## src/rtl/umi2axilite_pkg.sv

```systemverilog
// Shared UMI opcode constants and command-field helpers for the UMI-to-AXI4-Lite bridge.
package umi2axilite_pkg;

  localparam logic [4:0] UmiReqRead   = 5'h01;
  localparam logic [4:0] UmiReqWrite  = 5'h03;
  localparam logic [4:0] UmiReqPosted = 5'h05;
  localparam logic [4:0] UmiRespRead  = 5'h02;
  localparam logic [4:0] UmiRespWrite = 5'h04;
  localparam logic [1:0] AxiSlvErr    = 2'b10;

  typedef struct packed {
    logic [4:0] opcode;
    logic [2:0] size;
    logic [7:0] len;
    logic [1:0] prot;
  } umi_cmd_t;

  function automatic umi_cmd_t umi_unpack(input logic [31:0] cmd);
    umi_cmd_t f;
    f.opcode = cmd[4:0];
    f.size   = cmd[7:5];
    f.len    = cmd[15:8];
    f.prot   = cmd[21:20];
    return f;
  endfunction

  // Responses carry only opcode, len, prot, eom and err; every other field is zero.
  function automatic logic [31:0] umi_pack_resp(input logic [4:0] opcode, input logic [7:0] len,
                                                input logic [1:0] prot, input logic [1:0] err);
    logic [31:0] c;
    c        = '0;
    c[4:0]   = opcode;
    c[15:8]  = len;
    c[21:20] = prot;
    c[22]    = 1'b1;
    c[26:25] = err;
    return c;
  endfunction

endpackage

```

## src/rtl/umi2axilite.sv

```systemverilog
// UMI device port to AXI4-Lite manager bridge: one single-word transaction in flight at a time.
module umi2axilite
  import umi2axilite_pkg::*;
#(
  parameter int unsigned CW = 32,
  parameter int unsigned AW = 64,
  parameter int unsigned DW = 64
) (
  input  logic            clk,
  input  logic            reset,
  input  logic            udev_req_valid,
  input  logic [CW-1:0]   udev_req_cmd,
  input  logic [AW-1:0]   udev_req_dstaddr,
  input  logic [AW-1:0]   udev_req_srcaddr,
  input  logic [DW-1:0]   udev_req_data,
  output logic            udev_req_ready,
  output logic            udev_resp_valid,
  output logic [CW-1:0]   udev_resp_cmd,
  output logic [AW-1:0]   udev_resp_dstaddr,
  output logic [AW-1:0]   udev_resp_srcaddr,
  output logic [DW-1:0]   udev_resp_data,
  input  logic            udev_resp_ready,
  output logic [AW-1:0]   axi_awaddr,
  output logic [2:0]      axi_awprot,
  output logic            axi_awvalid,
  input  logic            axi_awready,
  output logic [DW-1:0]   axi_wdata,
  output logic [DW/8-1:0] axi_wstrb,
  output logic            axi_wvalid,
  input  logic            axi_wready,
  input  logic [1:0]      axi_bresp,
  input  logic            axi_bvalid,
  output logic            axi_bready,
  output logic [AW-1:0]   axi_araddr,
  output logic [2:0]      axi_arprot,
  output logic            axi_arvalid,
  input  logic            axi_arready,
  input  logic [DW-1:0]   axi_rdata,
  input  logic [1:0]      axi_rresp,
  input  logic            axi_rvalid,
  output logic            axi_rready
);

  localparam int unsigned NBytes = DW / 8;
  localparam int unsigned DwLog  = $clog2(NBytes);

  typedef enum logic [2:0] {StIdle, StWrite, StBwait, StRead, StRwait, StResp} state_e;

  state_e            state_q, state_d;
  logic              req_ready_q, req_ready_d;
  logic              awvalid_q, awvalid_d;
  logic              wvalid_q, wvalid_d;
  logic              bready_q, bready_d;
  logic              arvalid_q, arvalid_d;
  logic              rready_q, rready_d;
  logic              resp_valid_q, resp_valid_d;
  logic              posted_q, posted_d;
  logic              is_read_q, is_read_d;
  logic [1:0]        err_q, err_d;
  logic [7:0]        len_q, len_d;
  logic [1:0]        prot_q, prot_d;
  logic [AW-1:0]     dstaddr_q, dstaddr_d;
  logic [AW-1:0]     srcaddr_q, srcaddr_d;
  logic [AW-1:0]     addr_q, addr_d;
  logic [DW-1:0]     wdata_q, wdata_d;
  logic [NBytes-1:0] wstrb_q, wstrb_d;
  logic [DW-1:0]     rdata_q, rdata_d;

  umi_cmd_t          req;
  logic [DwLog-1:0]  req_lane;
  logic [DwLog-1:0]  cur_lane;
  logic [9:0]        req_end;
  logic              req_legal;
  logic [NBytes-1:0] req_strb;

  // A request is legal only if it is a single word-sized access that stays inside one bus word.
  always_comb begin
    req       = umi_unpack(udev_req_cmd);
    req_lane  = udev_req_dstaddr[DwLog-1:0];
    req_end   = 10'(req_lane) + 10'(req.len) + 10'd1;
    req_legal = (req.size == 3'd0) && (req_end <= 10'(NBytes));
    for (int unsigned i = 0; i < NBytes; i++) begin
      req_strb[i] = (10'(i) >= 10'(req_lane)) && (10'(i) < req_end);
    end
  end

  assign cur_lane = dstaddr_q[DwLog-1:0];

  always_comb begin
    state_d      = state_q;
    req_ready_d  = req_ready_q;
    awvalid_d    = awvalid_q;
    wvalid_d     = wvalid_q;
    bready_d     = bready_q;
    arvalid_d    = arvalid_q;
    rready_d     = rready_q;
    resp_valid_d = resp_valid_q;
    posted_d     = posted_q;
    is_read_d    = is_read_q;
    err_d        = err_q;
    len_d        = len_q;
    prot_d       = prot_q;
    dstaddr_d    = dstaddr_q;
    srcaddr_d    = srcaddr_q;
    addr_d       = addr_q;
    wdata_d      = wdata_q;
    wstrb_d      = wstrb_q;
    rdata_d      = rdata_q;
    unique case (state_q)
      StIdle: begin
        req_ready_d = 1'b1;
        if (udev_req_valid && req_ready_q) begin
          dstaddr_d = udev_req_dstaddr;
          srcaddr_d = udev_req_srcaddr;
          len_d     = req.len;
          prot_d    = req.prot;
          addr_d    = {udev_req_dstaddr[AW-1:DwLog], {DwLog{1'b0}}};
          wdata_d   = udev_req_data << {req_lane, 3'b000};
          wstrb_d   = req_strb;
          rdata_d   = '0;
          err_d     = 2'b00;
          posted_d  = (req.opcode == UmiReqPosted);
          is_read_d = 1'b0;
          if (req_legal && req.opcode == UmiReqRead) begin
            state_d     = StRead;
            req_ready_d = 1'b0;
            arvalid_d   = 1'b1;
            is_read_d   = 1'b1;
          end else if (req_legal && (req.opcode == UmiReqWrite || req.opcode == UmiReqPosted)) begin
            state_d     = StWrite;
            req_ready_d = 1'b0;
            awvalid_d   = 1'b1;
            wvalid_d    = 1'b1;
          end else if (!(req.opcode == UmiReqPosted || !req.opcode[0])) begin
            state_d      = StResp;
            req_ready_d  = 1'b0;
            resp_valid_d = 1'b1;
            err_d        = AxiSlvErr;
          end
          // Illegal posted or response-class requests fall through and are silently dropped.
        end
      end
      StWrite: begin
        if (axi_awready) awvalid_d = 1'b0;
        if (axi_wready) wvalid_d = 1'b0;
        if ((!awvalid_q || axi_awready) && (!wvalid_q || axi_wready)) begin
          state_d  = StBwait;
          bready_d = 1'b1;
        end
      end
      StBwait: begin
        if (axi_bvalid) begin
          bready_d = 1'b0;
          err_d    = axi_bresp;
          if (posted_q) begin
            state_d     = StIdle;
            req_ready_d = 1'b1;
          end else begin
            state_d      = StResp;
            resp_valid_d = 1'b1;
          end
        end
      end
      StRead: begin
        if (axi_arready) begin
          state_d   = StRwait;
          arvalid_d = 1'b0;
          rready_d  = 1'b1;
        end
      end
      StRwait: begin
        if (axi_rvalid) begin
          state_d      = StResp;
          rready_d     = 1'b0;
          resp_valid_d = 1'b1;
          rdata_d      = axi_rdata >> {cur_lane, 3'b000};
          err_d        = axi_rresp;
        end
      end
      StResp: begin
        if (udev_resp_ready) begin
          state_d      = StIdle;
          resp_valid_d = 1'b0;
          req_ready_d  = 1'b1;
        end
      end
      default: state_d = StIdle;
    endcase
  end

  always_ff @(posedge clk or posedge reset) begin
    if (reset) begin
      state_q      <= StIdle;
      req_ready_q  <= 1'b0;
      awvalid_q    <= 1'b0;
      wvalid_q     <= 1'b0;
      bready_q     <= 1'b0;
      arvalid_q    <= 1'b0;
      rready_q     <= 1'b0;
      resp_valid_q <= 1'b0;
      posted_q     <= 1'b0;
      is_read_q    <= 1'b0;
      err_q        <= '0;
      len_q        <= '0;
      prot_q       <= '0;
      dstaddr_q    <= '0;
      srcaddr_q    <= '0;
      addr_q       <= '0;
      wdata_q      <= '0;
      wstrb_q      <= '0;
      rdata_q      <= '0;
    end else begin
      state_q      <= state_d;
      req_ready_q  <= req_ready_d;
      awvalid_q    <= awvalid_d;
      wvalid_q     <= wvalid_d;
      bready_q     <= bready_d;
      arvalid_q    <= arvalid_d;
      rready_q     <= rready_d;
      resp_valid_q <= resp_valid_d;
      posted_q     <= posted_d;
      is_read_q    <= is_read_d;
      err_q        <= err_d;
      len_q        <= len_d;
      prot_q       <= prot_d;
      dstaddr_q    <= dstaddr_d;
      srcaddr_q    <= srcaddr_d;
      addr_q       <= addr_d;
      wdata_q      <= wdata_d;
      wstrb_q      <= wstrb_d;
      rdata_q      <= rdata_d;
    end
  end

  assign udev_req_ready    = req_ready_q;
  assign udev_resp_valid   = resp_valid_q;
  assign udev_resp_cmd     = umi_pack_resp(is_read_q ? UmiRespRead : UmiRespWrite,
                                           len_q, prot_q, err_q);
  assign udev_resp_dstaddr = srcaddr_q;
  assign udev_resp_srcaddr = dstaddr_q;
  assign udev_resp_data    = rdata_q;
  assign axi_awaddr        = addr_q;
  assign axi_awprot        = {1'b0, prot_q};
  assign axi_awvalid       = awvalid_q;
  assign axi_wdata         = wdata_q;
  assign axi_wstrb         = wstrb_q;
  assign axi_wvalid        = wvalid_q;
  assign axi_bready        = bready_q;
  assign axi_araddr        = addr_q;
  assign axi_arprot        = {1'b0, prot_q};
  assign axi_arvalid       = arvalid_q;
  assign axi_rready        = rready_q;

endmodule
```

## config.mk

```make
export PLATFORM = sky130hd
export DESIGN_NAME = umi2axilite
export DESIGN_NICKNAME = d
export VERILOG_FILES = /design/src/rtl/umi2axilite_pkg.sv /design/src/rtl/umi2axilite.sv
export SDC_FILE = /design/constraint.sdc
export NUM_CORES = 1
export LEC_CHECK = 0
export CAP_MARGIN = 20
export CELL_PAD_IN_SITES_DETAIL_PLACEMENT = 1
export CELL_PAD_IN_SITES_GLOBAL_PLACEMENT = 2
export CORE_AREA = 2 2 291 293
export CTS_CLUSTER_DIAMETER = 40
export DETAILED_ROUTE_END_ITERATION = 8
export DIE_AREA = 0 0 293 295
export HOLD_SLACK_MARGIN = 0.05
export MAX_ROUTING_LAYER = met4
export PLACE_DENSITY_LB_ADDON = 0.1
export SYNTH_ARGS = -nofsm -noshare
export SYNTH_HDL_FRONTEND = slang
export SYNTH_SLANG_ARGS = --single-unit
```

## constraint.sdc

```tcl
create_clock -name clk -period 9.25 [get_ports clk]
set_input_delay 1.85 -clock clk [delete_from_list [all_inputs] [get_ports clk]]
set_output_delay 1.85 -clock clk [all_outputs]
set_load 0.005 [all_outputs]
```

==> flow_metrics.env <==
export IMPL_cpPeakStageDelay_ns=0.61
export IMPL_critPathMaxFanout=63
export IMPL_numCtsBuffers=81
export IMPL_final_common_cell="clkdlybuf4s50_1"
export IMPL_p_leak_nw=10.9
export IMPL_finalHoldViolations=0
export IMPL_multi_input_area_um2=6660
export IMPL_postCtsSetupBuffers=0
export IMPL_crit_arrival_ns=5.18
export IMPL_drt_total_wl_mm=76.4
export IMPL_outcome="completed"
export IMPL_ioPinCount=738
export IMPL_grt_pass1_wl_mm=110
export IMPL_dieWidth_um=293
export IMPL_nFillCells=9455
export IMPL_hold_ws_ns=0.465
export IMPL_max_cap_violations=0
export IMPL_finalSetupTns_ns=0
export IMPL_layout_common_cells="694 x clkdlybuf4s50_1, 527 x nand2_1, 285 x dfrtp_1, 92 x mux2i_1, 91 x o21ai_0"
export IMPL_synth_edf_count=0
export IMPL_setup_viol=0
export IMPL_io_buffers=697
export IMPL_critPathLaunchType="input pin"
export IMPL_ys_async_sr_fraction_pct=100
export IMPL_skew_ns=0.0172
export IMPL_tightest_slew_ns=1.04
export IMPL_register_area_um2=7210
export IMPL_core_area_um2=83200
export IMPL_initial_core_util_pct=18.6
export IMPL_track_usage_pct=17.6
export IMPL_yosys_warnings=0
export IMPL_drive_above_1_share_pct=9.32
export IMPL_wl_per_cell_um=22.4
export IMPL_final_period_utilization_pct=51.3
export IMPL_p_seq_share_pct=25.6
export IMPL_end_kind="register"
export IMPL_cts_repair_resized=0
export IMPL_placed_area_um2=22400
export IMPL_relSlewSlack_pct=30.7
export IMPL_netlist_area_um2=15400
export IMPL_netSwitchingPower_w=0.00299
export IMPL_postSynthAreaPerCell_um2=9.13
export IMPL_cts_tree="built"
export IMPL_vias=14400
export IMPL_hp_class="register to register"
export IMPL_fin_area_um2=25200
export IMPL_clock_sinks=288
export IMPL_syn_inst=1692
export IMPL_cts_max_path_buffers=3
export IMPL_ff2ff_path_depth=6
export IMPL_ir_drop_v=0.000149
export IMPL_hold_buffers=0
export IMPL_vias_per_cell=4.24
export IMPL_ys_seq_elements=288
export IMPL_layout_min_cycle_time_ns=4.74
export IMPL_place_inst=3244
export IMPL_worstSetupPathType="input pin to register"
export IMPL_timing_fmax_mhz=211
export IMPL_drc=0
export IMPL_swShare_pct=34.2
export IMPL_yosysSeqAreaShare_pct=46.7
export IMPL_hpwl_mm=56.3
export IMPL_grt_antenna_before_repair=17
export IMPL_num_rows=106
export IMPL_pwr_share_comb_pct=41.8
export IMPL_rsz0062_at_grt="no"
export IMPL_synthFlopType="dfrtp_1"
export IMPL_dieArea_um2=86400
export IMPL_synth_cell_types=57
export IMPL_power_density_nw_per_um2=346
export IMPL_clk_pin_slew_ns=0.04
export IMPL_grt_pass1_vias=15500
export IMPL_die_h_um=295
export IMPL_firstDrtPassIters=5
export IMPL_antenna_left=0
export IMPL_final_cells=3405
export IMPL_crit_required_ns=9.69
export IMPL_cts_htree_levels=3
export IMPL_grt_start_max_net_pins=145
export IMPL_slowest_stage="buf_4"
export IMPL_clkPwrFrac_pct=32.7
export IMPL_clock_root_buffer="clkbuf_16"
export IMPL_nets=2553
export IMPL_crit_chain="buf_2, buf_4, inv_2, ha_1, fa_1, nand2b_1, nor2_1, a31oi_1, a211o_1, o21ai_0, a21oi_1"
export IMPL_drv_slew=0
export IMPL_clk_latency_ns=0.61
export IMPL_p_int_w=0.00574
export IMPL_drtIter0Drc=581
export IMPL_grt_overflow=0
export IMPL_hold_depth=2
export IMPL_r2r_slack_ns=5.84
export IMPL_area_delta_synth_final_pct=63.4
export IMPL_place_congestion=0.786
-- power by group through the flow --
stage | Sequential [W] | Combinational (W) | Clock, W
floorplan | 0.00217 | 0.00178 | 0
detailed placement | 0.00226 | 0.00374 | 0
CTS | 0.00225 | 0.00376 | 0.00294
global placement | 0.00224 | 0.00372 | 0
finish | 0.00223 | 0.00365 | 0.00285
global route | 0.00233 | 0.00400 | 0.00301
-- per-stage QoR --
step,setup slack [ns],utilization [%],total power [W]
5_1_grt,4.21,30.4,0.00933
2_1_floorplan,3.58,-,0.00395
6_report,4.51,30.4,0.00873
4_1_cts,4.50,30.3,0.00895
3_3_place_gp,3.88,26.9,0.00596
3_5_place_dp,3.85,26.9,0.00600
-- layer usage --
metal  GRT usage [%]  up-vias  part of all wire (%)
met1            20.2     7166                    41
li1                -     6728                     -
met3            5.47       91                   6.8
met5               -        -                     0
met4            4.93        0                   1.7
met2            29.7      451                    50
-- critical path, delay by kind of cell --
kind / cells / cell delay (ns)
compound gates: 4 / 1.02
fa+ha+maj: 2 / 0.78
buf+inv: 3 / 1.18
simple gates: 2 / 0.32
-- synth_stat cells (all sizes together) (3+ instances only) --
| library cell | n | share of area [%] |
|---|---|---|
| nand2 | 529 | 13 |
| dfrtp | 288 | 47 |
| buf | 190 | 8.6 |
| mux2i | 92 | 6.0 |
| o21ai | 91 | 2.9 |
| clkbuf | 76 | 1.8 |
| nor2 | 63 | 1.5 |
| a21oi | 58 | 1.9 |
| a22o | 53 | 3.0 |
| mux4 | 29 | 4.2 |
| nand3 | 29 | 0.97 |
| a211oi | 25 | 1.2 |
| mux2 | 19 | 1.4 |
| nor2b | 19 | 0.77 |
| inv | 16 | 0.39 |
| o22ai | 12 | 0.53 |
| o31ai | 12 | 0.58 |
| a31oi | 11 | 0.45 |
| o21a | 8 | 0.39 |
| o221ai | 8 | 0.45 |
| a32oi | 5 | 0.28 |
| nand2b | 5 | 0.20 |
| a22oi | 4 | 0.19 |
| and2 | 4 | 0.16 |
| and3 | 4 | 0.16 |
| nor3 | 4 | 0.13 |
| a2bb2oi | 3 | 0.17 |
| ha | 3 | 0.24 |
| or2 | 3 | 0.12 |
-- cell type report --
class	count	share of cell area (%)
Antenna cell	17	0.169
Clock buffer	109	9.00
Clock inverter	34	2.01
Inverter	17	0.268
Multi-Input combinational cell	1145	26.4
Sequential cell	288	28.6
Tap cell	1080	5.35
Timing Repair Buffer	715	28.2
-- state kept, by name, summed over array words and instances (netlist names) --
name	count
axi_awvalid	1
udev_resp_dstaddr	64
axi_rready	1
posted_q	1
axi_wdata	64
udev_resp_srcaddr	64
udev_resp_valid	1
state_q	3
err_q	2
is_read_q	1
udev_req_ready	1
udev_resp_data	64
len_q	8
axi_bready	1
axi_arvalid	1
prot_q	2
axi_wstrb	8
axi_wvalid	1
-- cells by family (layout without fill, tap and decap cells) --
family | after synthesis | in the layout | synth area share (%)
mux | 140 | 140 | 11.6
buf+inv | 283 | 875 | 10.9
flops | 288 | 288 | 46.7
xor+xnor | 4 | 4 | 0.227
fa+ha+maj | 4 | 4 | 0.373
simple gates | 669 | 669 | 17.3
compound gates | 302 | 302 | 12.9
other cells | 2 | 43 | 0.0486
-- path summary, 6_finish.rpt --
kind                                     startpoint                                end
setup / recovery                udev_req_dstaddr[0]         udev_req_ready$_DFFE_PP0P_
hold / removal             axi_wdata[6]$_DFFE_PP0P_           axi_wdata[6]$_DFFE_PP0P_
setup reg to reg             state_q[1]$_DFFE_PP0P_  udev_resp_srcaddr[55]$_DFFE_PP0P_
hold reg to reg            axi_wdata[6]$_DFFE_PP0P_           axi_wdata[6]$_DFFE_PP0P_
max in group asynchronous                     reset   udev_resp_srcaddr[2]$_DFFE_PP0P_
min in group asynchronous                     reset               len_q[2]$_DFFE_PP0P_
Power figures use the tool's default switching activity.
